==> src/rtl/uart_sid_rx_if.sv <==
// Register bus between a host and the SID-checking UART receiver.
// Master drives strobe/address/write data; the receiver returns read data.
interface uart_sid_rx_if;
  logic        we_i;
  logic [31:0] addr_i;
  logic [31:0] data_i;
  logic [31:0] data_o;

  modport master (
    output we_i,
    output addr_i,
    output data_i,
    input  data_o
  );

  modport slave (
    input  we_i,
    input  addr_i,
    input  data_i,
    output data_o
  );
endinterface

==> src/rtl/uart_sid_rx.sv <==
// 8N1 UART receiver with W1C status, overrun/framing flags
// and a single-step-restart matcher for a fixed SID string.
module uart_sid_rx #(
  parameter logic [15:0]          BAUD_DEFAULT = 16'h1B8,
  parameter int                   SID_LEN      = 10,
  parameter logic [8*SID_LEN-1:0] SID_STR      = 80'h32303234323131303533
) (
  input  logic         clk,
  input  logic         rst,
  uart_sid_rx_if.slave bus,
  input  logic         rx_pin,
  output logic         rx_valid_o,
  output logic         sid_match_o
);

  localparam int IW = $clog2(SID_LEN);
  localparam logic [IW-1:0] LAST = IW'(SID_LEN - 1);

  typedef enum logic [1:0] {
    S_IDLE,
    S_START,
    S_DATA,
    S_STOP
  } state_t;

  state_t        state, state_n;
  logic [15:0]   cnt, cnt_n;
  logic [2:0]    idx, idx_n;
  logic [7:0]    shift, shift_n;
  logic          sync_q1, sync_q2;
  logic [1:0]    ctrl;
  logic [3:0]    status, status_n;
  logic [15:0]   baud;
  logic [7:0]    rxdata;
  logic [IW-1:0] sidcnt, sidcnt_n;
  logic          rx_valid_r;
  logic          sid_pend, sid_hit;
  logic          sid_match_r;
  logic          good, ferr;
  logic [31:0]   rdata;

  logic          rx_en, match_en;
  logic          fall, tick, half;
  logic [7:0]    a8;
  logic          wr_ctrl, wr_stat, wr_baud;
  logic [3:0]    w1c;
  logic          unused;

  assign rx_en    = ctrl[0];
  assign match_en = ctrl[1];
  // q1 is the newer sample: line just went low while q2 still high
  assign fall     = ~sync_q1 & sync_q2;
  assign tick     = (cnt == baud);
  assign half     = (cnt == (baud >> 1));

  assign a8      = bus.addr_i[7:0];
  assign wr_ctrl = bus.we_i & (a8 == 8'h00);
  assign wr_stat = bus.we_i & (a8 == 8'h04);
  assign wr_baud = bus.we_i & (a8 == 8'h08);
  assign w1c     = wr_stat ? bus.data_i[3:0] : 4'h0;
  assign unused  = ^{bus.addr_i[31:8], bus.data_i[31:16]};

  function automatic logic [7:0] char_at(input logic [IW-1:0] i);
    return SID_STR[8*(SID_LEN-1-int'(i)) +: 8];
  endfunction

  always_ff @(posedge clk) begin
    if (!rst) begin
      state <= S_IDLE;
    end else begin
      state <= state_n;
    end
  end

  always_comb begin
    state_n = state;
    cnt_n   = cnt + 16'd1;
    idx_n   = idx;
    shift_n = shift;
    good    = 1'b0;
    ferr    = 1'b0;
    if (!rx_en) begin
      state_n = S_IDLE;
      cnt_n   = '0;
      idx_n   = '0;
    end else begin
      unique case (state)
        S_IDLE: begin
          cnt_n = '0;
          idx_n = '0;
          if (fall) state_n = S_START;
        end
        S_START: begin
          if (half) begin
            cnt_n   = '0;
            state_n = sync_q2 ? S_IDLE : S_DATA;
          end
        end
        S_DATA: begin
          if (tick) begin
            cnt_n        = '0;
            shift_n[idx] = sync_q2;
            idx_n        = idx + 3'd1;
            if (idx == 3'd7) state_n = S_STOP;
          end
        end
        S_STOP: begin
          if (tick) begin
            cnt_n   = '0;
            state_n = S_IDLE;
            good    = sync_q2;
            ferr    = ~sync_q2;
          end
        end
        default: state_n = S_IDLE;
      endcase
    end
  end

  always_comb begin
    sidcnt_n = sidcnt;
    sid_hit  = 1'b0;
    if (!match_en) begin
      sidcnt_n = '0;
    end else if (good) begin
      if (shift == char_at(sidcnt)) begin
        if (sidcnt == LAST) begin
          sidcnt_n = '0;
          sid_hit  = 1'b1;
        end else begin
          sidcnt_n = sidcnt + 1'b1;
        end
      end else begin
        sidcnt_n = (shift == char_at('0)) ? IW'(1) : '0;
      end
    end
    if (ferr) sidcnt_n = '0;
  end

  // hardware set wins over a same-cycle W1C
  always_comb begin
    status_n = (status & ~w1c)
             | {sid_pend, good & status[0], ferr, good};
  end

  always_ff @(posedge clk) begin
    if (!rst) begin
      sync_q1     <= 1'b1;
      sync_q2     <= 1'b1;
      cnt         <= '0;
      idx         <= '0;
      shift       <= '0;
      ctrl        <= '0;
      status      <= '0;
      baud        <= BAUD_DEFAULT;
      rxdata      <= '0;
      sidcnt      <= '0;
      rx_valid_r  <= 1'b0;
      sid_pend    <= 1'b0;
      sid_match_r <= 1'b0;
    end else begin
      sync_q1     <= rx_pin;
      sync_q2     <= sync_q1;
      cnt         <= cnt_n;
      idx         <= idx_n;
      shift       <= shift_n;
      status      <= status_n;
      sidcnt      <= sidcnt_n;
      rx_valid_r  <= good;
      sid_pend    <= sid_hit;
      sid_match_r <= sid_pend;
      if (good)    rxdata <= shift;
      if (wr_ctrl) ctrl   <= bus.data_i[1:0];
      if (wr_baud) baud   <= bus.data_i[15:0];
    end
  end

  always_comb begin
    rdata = '0;
    if (rst) begin
      unique case (1'b1)
        (a8 == 8'h00): rdata = {30'h0, ctrl};
        (a8 == 8'h04): rdata = {28'h0, status};
        (a8 == 8'h08): rdata = {16'h0, baud};
        (a8 == 8'h10): rdata = {24'h0, rxdata};
        (a8 == 8'h14): rdata = 32'(sidcnt);
        default:       rdata = '0;
      endcase
    end
  end

  assign bus.data_o  = rdata;
  assign rx_valid_o  = rx_valid_r;
  assign sid_match_o = sid_match_r;

endmodule

==> src/flat_wrapper.sv <==
// flat-port wrapper written by rule: the top's interface ports become plain ports
module uart_sid_rx_flat 
#(
  parameter logic [15:0]          BAUD_DEFAULT = 16'h1B8,
  parameter int                   SID_LEN      = 10,
  parameter logic [8*SID_LEN-1:0] SID_STR      = 80'h32303234323131303533
)
  (clk, rst, rx_pin, rx_valid_o, sid_match_o, bus_we_i, bus_addr_i, bus_data_i, bus_data_o);
  uart_sid_rx_if bus_i ();
  input  logic clk;
  input  logic rst;
  input  logic rx_pin;
  output logic rx_valid_o;
  output logic sid_match_o;
  input wire logic [$bits(bus_i.we_i)-1:0] bus_we_i;
  input wire logic [$bits(bus_i.addr_i)-1:0] bus_addr_i;
  input wire logic [$bits(bus_i.data_i)-1:0] bus_data_i;
  output wire logic [$bits(bus_i.data_o)-1:0] bus_data_o;
  assign bus_i.we_i = bus_we_i;
  assign bus_i.addr_i = bus_addr_i;
  assign bus_i.data_i = bus_data_i;
  assign bus_data_o = bus_i.data_o;
  uart_sid_rx #(.BAUD_DEFAULT(BAUD_DEFAULT), .SID_LEN(SID_LEN), .SID_STR(SID_STR)) u_core (.clk(clk), .rst(rst), .bus(bus_i), .rx_pin(rx_pin), .rx_valid_o(rx_valid_o), .sid_match_o(sid_match_o));
endmodule
==> config.mk <==
export PLATFORM = sky130hd
export DESIGN_NAME = uart_sid_rx_flat
export DESIGN_NICKNAME = d
export VERILOG_FILES = /design/src/rtl/uart_sid_rx_if.sv /design/src/rtl/uart_sid_rx.sv /design/src/flat_wrapper.sv
export SDC_FILE = /design/constraint.sdc
export NUM_CORES = 1
export LEC_CHECK = 0
export CAP_MARGIN = 20
export CORE_MARGIN = 5
export CORE_UTILIZATION = 45
export DETAILED_ROUTE_END_ITERATION = 8
export PLACE_DENSITY = 0.83
export RECOVER_POWER = 100
export SLEW_MARGIN = 30
export SYNTH_ARGS = -nofsm -noshare
export SYNTH_HDL_FRONTEND = slang
export SYNTH_SLANG_ARGS = --single-unit
==> constraint.sdc <==
create_clock -name clk -period 3.3 [get_ports clk]
set_input_delay 0.99 -clock clk [delete_from_list [all_inputs] [get_ports clk]]
set_output_delay 0.99 -clock clk [all_outputs]
set_load 0.01 [all_outputs]
* Word-level counts from Yosys, hierarchy flattened
Cells that the tools add are included.
Word-level totals: bits in registers 68, logic and storage cells 90
Cells by class: $add $sub $neg 4, magnitude comparators 2, eq/ne operators 18, shift operators 1, muxes and demuxes 28, bitwise operators 12, reductions and logical operators 11
Operator list (count):
- $pmux 16 s5 | 1
- $shiftx 80x32->8 const A | 1
- $pmux 16 s3 | 1
- $mux 16 | 2
- $mux 32 | 1
- $add 16x1->16 const B | 1
- $eq 16x15->1 | 1
- $eq 16x16->1 | 1
- $eq 8x5->1 const B | 2
- $mux 2 | 6
- $mux 4 | 3
- $ne 2x1->1 const B | 5
- $mux 1 | 9
- $bwmux 8 | 1
- $eq 8x3->1 const B | 1
- $eq 8x4->1 const B | 1
- $eq 8x6->1 const B | 1
- $eq 8x8->1 | 1
- $logic_not 8->1 | 1
- $pmux 2 s4 | 1
- $pmux 3 s2 | 1
- $and 1x1->1 | 5
- $reduce_and 5->1 | 1
- $sub 4x4->5 const A | 1
- other kinds (22) | 27

* Logic depth before layout (Yosys ltp)
Gate-level depths: netlist of run 1.
word-level depth 6, depth in mapped cells 10, depth with buffers taken out 9

* Least setup slack after synthesis of run 1
OpenSTA, ideal clock, no wires.
kind input port to output port, start point in bus_addr_i[0], end point out bus_data_o[0], arrival 2.496 ns, data required time 2.310 ns, slack -0.186 ns, cell stages on the path 6, buffers on the path 1, cells stage by stage or4_1 nor2_1 nor4bb_1 buf_2 a222oi_1 a21oi_1
Between the ends: longest elaborated chain between the ends 3
RTL lines:
- start, declared | line flat_wrapper.sv:16 | input wire logic [$bits(bus_i.addr_i)-1:0] bus_addr_i;
- $eq 8x5->1 (tied with other cells) | line uart_sid_rx.sv:186 | (a8 == 8'h14): rdata = 32'(sidcnt);
- $pmux 16 s5 (*) | line uart_sid_rx.sv:181 | unique case (1'b1)
- $mux 32 (*) | line uart_sid_rx.sv:180 | if (rst) begin
- end, declared | line flat_wrapper.sv:18 | output wire logic [$bits(bus_i.data_o)-1:0] bus_data_o;
Every way passes the cells marked *; elsewhere a longest branch is shown, timed or not.

* Final worst setup path of run 1
start point in bus_addr_i[0], end point out bus_data_o[15]
The elaborated chain is that of the path after synthesis.

==> results of run 1 <==
-- cell type report --
type	count	area share, %
Tap cell	108	2.828
Multi-Input combinational cell	350	50.77
Timing Repair Buffer	66	12.44
Inverter	11	0.9165
Clock buffer	12	3.037
Clock inverter	4	1.519
Sequential cell	68	28.49
-- cells in the final DEF, fill, tap and decap left out, types with 3 or more instances in the layout --
cell,n
nand2b_1,3
a21boi_1,11
dfxtp_1,68
conb_1,16
clkdlybuf4s50_1,21
mux2_2,3
a21oi_1,10
xor2_1,43
buf_6,15
nor4_1,8
a222oi_1,4
nor2_4,3
o21ai_0,5
nor2_1,29
mux2i_1,19
clkbuf_8,10
nand3b_1,3
and3_1,6
nand3_1,23
nor4_2,9
and2_4,8
buf_4,13
xnor2_1,4
a22oi_1,5
nand2_1,52
buf_2,10
nand4_1,5
inv_1,10
nor2b_1,24
nor3_1,5
dlygate4sd3_1,3
ha_1,8
-- sequential cells by signal (all words and copies together), names as in the netlist, named ones only --
signal / cells
u_core.baud: 16
u_core.cnt: 16
u_core.rxdata: 8
u_core.shift: 8
u_core.sidcnt: 4
u_core.status: 4
u_core.idx: 3
u_core.ctrl: 2
u_core.rx_valid_o: 1
u_core.sid_match_o: 1
u_core.sid_pend: 1
u_core.state: 1
u_core.sync_q1: 1
u_core.sync_q2: 1
-- cell usage after synthesis (3+ instances only) --
library cell	count
dfxtp_1	68
buf_4	19
clkbuf_1	10
mux2i_1	19
xor2_1	43
a22oi_1	7
nor3_1	5
nor4_1	7
nand2_1	51
o21ai_0	6
ha_1	8
and3_1	6
inv_1	10
nand2b_1	3
nand3b_1	3
mux2_2	3
nand3_1	24
xnor2_1	4
a21oi_1	10
nor2b_1	24
a21boi_1	11
buf_2	9
nor4_2	11
nor2_1	31
a222oi_1	4
nand4_1	4
and2_1	11
-- power by group through the flow --
stage               clock network [uW]  logic, uW  registers [uW]
floorplan                            0       42.2             841
global placement                     0       70.2             843
detailed placement                   0       71.4             843
CTS                                769       73.0             824
global route                       809       79.9             824
finish                             761       74.9             824
-- final timing paths --
check / from / endpoint / slack (ns) / cells after the start
min: u_core.sync_q1$_SDFF_PN1_ / u_core.sync_q2$_SDFF_PN1_ / 0.45 / 1
max: bus_addr_i[0] / bus_data_o[15] / -0.40 / 10
min reg2reg: u_core.sync_q1$_SDFF_PN1_ / u_core.sync_q2$_SDFF_PN1_ / 0.45 / 1
max reg2reg: u_core.baud[15]$_SDFFE_PN0P_ / u_core.shift[7]$_SDFFE_PN0P_ / 0.38 / 7
-- metrics by stage --
| step | total power, uW | TNS (ns) | util [%] | cell area [um2] | worst slack [ns] |
|---|---|---|---|---|---|
| 2_1_floorplan | 883.6 | -0.9613 | - | 4064 | -0.09587 |
| 3_3_place_gp | 913.2 | -15.62 | 52.19 | 4507 | -0.9977 |
| 3_5_place_dp | 914.6 | -16.26 | 52.19 | 4507 | -1.065 |
| 4_1_cts | 1666 | -5.800 | 54.97 | 4747 | -0.4113 |
| 5_1_grt | 1713 | -6.902 | 55.33 | 4778 | -0.4786 |
| 6_report | 1660 | -5.683 | 55.33 | 4778 | -0.4029 |
-- critical path: stages --
cell	delay, ns
buf_6	0.09
or4_4	0.54
buf_6	0.14
nor4_4	0.15
and2_4	0.26
inv_4	0.04
nor2_4	0.14
buf_6	0.13
and2_4	0.14
buf_6	0.10
-- timing repair --
| item | 4_1_cts | 5_1_grt |
|---|---|---|
| setup buffers | 6 | 2 |
| cloned | 0 | 0 |
| resized for setup | 94 | 9 |
| pin swaps | 16 | 12 |
| setup endpoints to repair | 16 | 16 |
| hold buffers | 0 | 0 |
-- cells by family after synthesis --
kind of cell,after synthesis,synth area share (%)
AOI/OAI and AO/OA,56,10.63
xor gates and xnor gates,47,10.38
adders and majority gates,8,2.524
buffers and inverters,53,7.508
DFF,68,34.32
muxes,24,6.214
other,1,0.09455
and+or+nand+nor,199,28.33
-- routing by layer --
metal	vias up	global-route usage, %
li1	1649	-
met4	0	7.123
met3	20	4.097
met5	-	0
met1	1672	22.29
met2	97	29.92
==> metrics.md, run 1 <==
| Metric | Value |
|---|---|
| Largest net degree at the start of global routing | `47` |
| Final Setup Violations | `16` |
| Synth cell types | `62` |
| Max FO, Critical Path | `7` |
| Crit path kind | `input pin to primary output` |
| Top-area cell type share of the netlist area | `34.32%` |
| Wl on met1 | `4.284 mm` |
| CTS tree | `done` |
| Share of layout cells above drive strength 1 | `17.61%` |
| Mapped Avg Cell Area | `8.698 um2` |
| CP startpoint kind | `input pin` |
| Switching Fraction | `21.15%` |
| Slew Limit Fails | `0` |
| P per Cell Area | `347.4 mW/mm2` |
| Number of global-route vias before repair | `3497` |
| WL final | `9.723 mm` |
| Area of the multi-input gates | `0.002426 mm2` |
| Highest metal used | `met4` |
| Fillers | `748` |
| Clock power share | `45.8%` |
| Htree depth | `3` |
| Max-cap violations | `0` |
| Initial antenna violation count | `0` |
| Hold crit path type | `flop to flop` |
| Global-route wire length before repair | `16.18 mm` |
| Die Footprint | `0.01079 mm2` |
| Synth Instances | `456` |
| Vias per cell | `5.554` |
| NetSw | `351.1 uW` |
| Core Region | `0.008636 mm2` |
| Antenna-violating nets left | `0` |
| RePlAce Congestion | `0.9277` |
| CTS root buf | `clkbuf_8` |
| CP arrival | `2.71 ns` |
| Row Count | `34` |
| Leak Pwr | `0.001781 uW` |
| Worst setup margin | `-0.4029 ns` |
| Metal2 WL | `4.788 mm` |
| WP data required | `2.31 ns` |
| Least-Margin Pin Slew | `0.8608 ns` |
| Die Span X | `103.9 um` |
| GRT Overall Usage | `17.92%` |
| Setup Skew | `0.009407 ns` |
| Max_slew headroom | `42.44%` |
| Sink Count | `68` |
| Fin crit share | `112.2%` |
| Register share of total power | `49.7%` |
| Combinational fraction of design power | `4.5%` |
| 1st-iter DRT viols | `172` |
| Layout Cells excl Fill | `619` |
| Min Hold Slack | `0.4516 ns` |
| HPWL Detailed | `6.973 mm` |
| Clock latency on the worst-skew pair | `0.35 ns` |
| Final #Nets | `582` |
| DR DRC count | `0` |
| Maximum VDD drop | `0.1862 mV` |
| Syn. warnings | `0` |
| Register area share after synthesis | `34.32%` |
| Largest cells by area after synthesis | `dfxtp_1 34%, xor2_1 9.5%, nand2_1 4.8%` |
| Layout area overhead | `20.47%` |
| Remaining Overflow, GRT | `0` |
| Setup crit end kind | `primary output` |
| P_int | `1309 uW` |
| Vias | `3438` |
| #FFs+latches synth | `68` |
| Fin. Hold Viols | `0` |
| Outcome | `complete, but fails checks` |
| First-pass DRT Iterations | `4` |
| Routed length per placed instance | `15.71 um` |
| Clock slew at reported path FFs | `0.07 ns` |
| CTS max path bufs | `2` |
| RSZ-0062 raised after global routing | `yes` |
| Die Span Y | `103.9 um` |
| Boundary Pins | `102` |
| Met3 wire len | `441 um` |
| Dpl cells | `596` |
| Syn Std Cell Area | `0.003966 mm2` |
| Post-synth ARST share | `0%` |
| Initial Util | `45.93%` |
| Post-synth top area cell | `dfxtp_1` |
| F_max | `270.1 MHz` |
| Num CTS Buffers | `9` |
| Period minus WS final | `3.703 ns` |
| Post-synth EDFFs | `0` |
| Inserted Diodes | `0` |
| Top_reg_cell synth | `dfxtp_1` |
| PortBufs | `45` |
| FF/Latch Area | `0.001361 mm2` |
| Failing checks | `negative setup slack` |
Power figures use the tool's default switching activity.
==> run 2: changes to the inputs <==
Settings changed: GPL_ROUTABILITY_DRIVEN from default to 0.
==> results of run 2 <==
The final DEF is identical to that of run 1; final timing and power are the same.
==> run 3: changes to the inputs <==
Settings changed: CORE_UTILIZATION 45 to 46, CTS_BUF_LIST from default to sky130_fd_sc_hd__clkbuf_8, PLACE_DENSITY 0.83 to 0.85.
==> run 3 against run 2 <==
Effect of this change:
- the flow still finishes with violations (negative setup slack)
- critical path depth is 1 higher
- largest power group unchanged
- total power is 5.5% lower
- combinational power is 2% lower
- clock skew is 0.0011 ns lower
- routed wire length is 0.34% lower
- highest routed layer unchanged
- sequential cell count stayed put
- critical endpoint is now bus_data_o[3]
- cell area is 0.13% higher
- first-iteration DRC count is 13% higher
- die area is 2.0% lower
- register-to-register slack worse by 0.30 ns
==> metrics.md, run 3 (same netlist as run 1, synthesis figures left out) <==
| Metric | Value |
|---|---|
| Period minus WS final | `3.671 ns` |
| Layout area overhead | `20.63%` |
| Initial antenna violation count | `0` |
| Fin crit share | `111.3%` |
| Vias | `3421` |
| Final core occ | `57.65%` |
| Number of global-route vias before repair | `3350` |
| Outcome | `complete, but fails checks` |
| Fin. Hold Viols | `0` |
| CTS max path bufs | `2` |
| Routed length per placed instance | `15.65 um` |
| Die Span Y | `102.9 um` |
| Inserted Diodes | `0` |
| P per Cell Area | `328.0 mW/mm2` |
| Most common cell after layout, fill and taps aside | `dfxtp_1` |
| Vias per cell | `5.527` |
| Pre-CTS WS | `-1.067 ns` |
| Clock latency on the worst-skew pair | `0.35 ns` |
| Clock slew at reported path FFs | `0.07 ns` |
| Failing checks | `negative setup slack` |
| Slew Limit Fails | `0` |
| F_max | `272.4 MHz` |
| Row Count | `33` |
| FF/Latch Area | `0.001361 mm2` |
| Worst setup margin | `-0.3714 ns` |
| Die Footprint | `0.01058 mm2` |
| Antenna-violating nets left | `0` |
| PortBufs | `45` |
| Hold crit path type | `flop to flop` |
| Setup tns final | `-4.624 ns` |
| Dpl cells | `592` |
| Commonest cells after routing, fill and taps aside | `68 x dfxtp_1, 52 x nand2_1, 43 x xor2_1` |
| Sink Count | `68` |
| Setup crit end kind | `primary output` |
| CP arrival | `2.68 ns` |
| Num CTS Buffers | `9` |
| Die Span X | `102.9 um` |
| WL final | `9.690 mm` |
| Crit path kind | `input pin to primary output` |
| Remaining Overflow, GRT | `0` |
| Leak Pwr | `0.001764 uW` |
| WP data required | `2.31 ns` |
| Area of the multi-input gates | `0.002440 mm2` |
| Final #Nets | `585` |
| HPWL Detailed | `7.018 mm` |
| First-pass DRT Iterations | `5` |
| Global-route wire length before repair | `15.97 mm` |
| Maximum VDD drop | `0.1970 mV` |
| Max_slew headroom | `21.98%` |
| Max FO, Critical Path | `6` |
| Initial Util | `47.79%` |
| Final Setup Violations | `16` |
| Max-cap violations | `0` |
| DR DRC count | `0` |
| 1st-iter DRT viols | `194` |
| Fillers | `699` |
| Setup Skew | `0.008275 ns` |
| RSZ-0062 raised after global routing | `yes` |
| Layout Cells excl Fill | `619` |
| CP startpoint kind | `input pin` |
| Least-Margin Pin Slew | `1.167 ns` |
| CTS root buf | `clkbuf_8` |
| Top flop regs | `u_core.baud (16), u_core.cnt (16)` |
| Boundary Pins | `102` |
| Core Region | `0.008299 mm2` |
| Htree depth | `3` |
| Share of layout cells above drive strength 1 | `19.26%` |
| GRT Overall Usage | `19.07%` |
| CTS tree | `done` |
| Largest net degree at the start of global routing | `47` |
==> run 3: cell types whose count changed in the layout (fill, tap and decap cells not counted), moves of 2 or more <==
cell / previous run / this run
clkinvlp_4: 1 / 3
buf_4: 13 / 16
clkinv_2: 1 / 3
a21oi_1: 10 / 7
a21oi_2: 0 / 3
clkbuf_4: 2 / 0
==> run 3: worst paths after layout <==
kind / startpoint / endpoint / slack (ns) / cells past startpoint
worst min-delay path: u_core.sync_q1$_SDFF_PN1_ / u_core.sync_q2$_SDFF_PN1_ / 0.47 / 1
worst max register to register: u_core.cnt[6]$_SDFF_PN0_ / u_core.sidcnt[0]$_SDFFE_PP0N_ / 0.08 / 6
worst max-delay path: bus_addr_i[6] / bus_data_o[3] / -0.37 / 11
worst min register to register: u_core.sync_q1$_SDFF_PN1_ / u_core.sync_q2$_SDFF_PN1_ / 0.47 / 1
==> run 3: through the flow <==
stage | hold WS, ns | cell area [um2] | total power, uW
floorplan | 0.4120 | 4064 | 883.6
global placement | 0.4511 | 4508 | 914.3
detailed placement | 0.4615 | 4508 | 915.4
CTS | 0.4730 | 4720 | 1573
global route | 0.4883 | 4785 | 1618
finish | 0.4682 | 4785 | 1569
==> run 3: where the power goes <==
part           internal (uW)  total [uW]  leakage [uW]  switching (uW)
Sequential               821         824      0.000548            2.67
Combinational           41.5        73.5       0.00112            31.9
Clock                    344         672     0.0000910             328
==> run 3: routing by layer <==
metal  track usage [%]  part of all wire [%]
met3             4.060                   5.5
met5                 0                     0
met1             23.97                    43
met2             32.42                    49
met4             6.574                   1.8
==> run 3: final cells by class <==
type | instances | area share [%]
Sequential cell | 68 | 28.45
Multi-Input combinational cell | 350 | 50.99
Clock buffer | 9 | 2.589
Tap cell | 105 | 2.746
Timing Repair Buffer | 69 | 12.89
Inverter | 11 | 0.9153
Clock inverter | 7 | 1.412
==> run 3: worst max-delay path, stage by stage <==
cell and delay (ns):
buf_6 0.09, or4_4 0.55, buf_6 0.14, nor2_4 0.10, nand2_1 0.08, nor3_2 0.09
buf_4 0.18, buf_4 0.12, nand2_1 0.07, a21oi_2 0.13, buf_2 0.14
==> run 3: repair_timing <==
action,CTS,global route
pin swaps,10,4
setup buffers,10,2
resized for setup,87,16
hold buffers,0,0
setup endpoints to repair,16,16
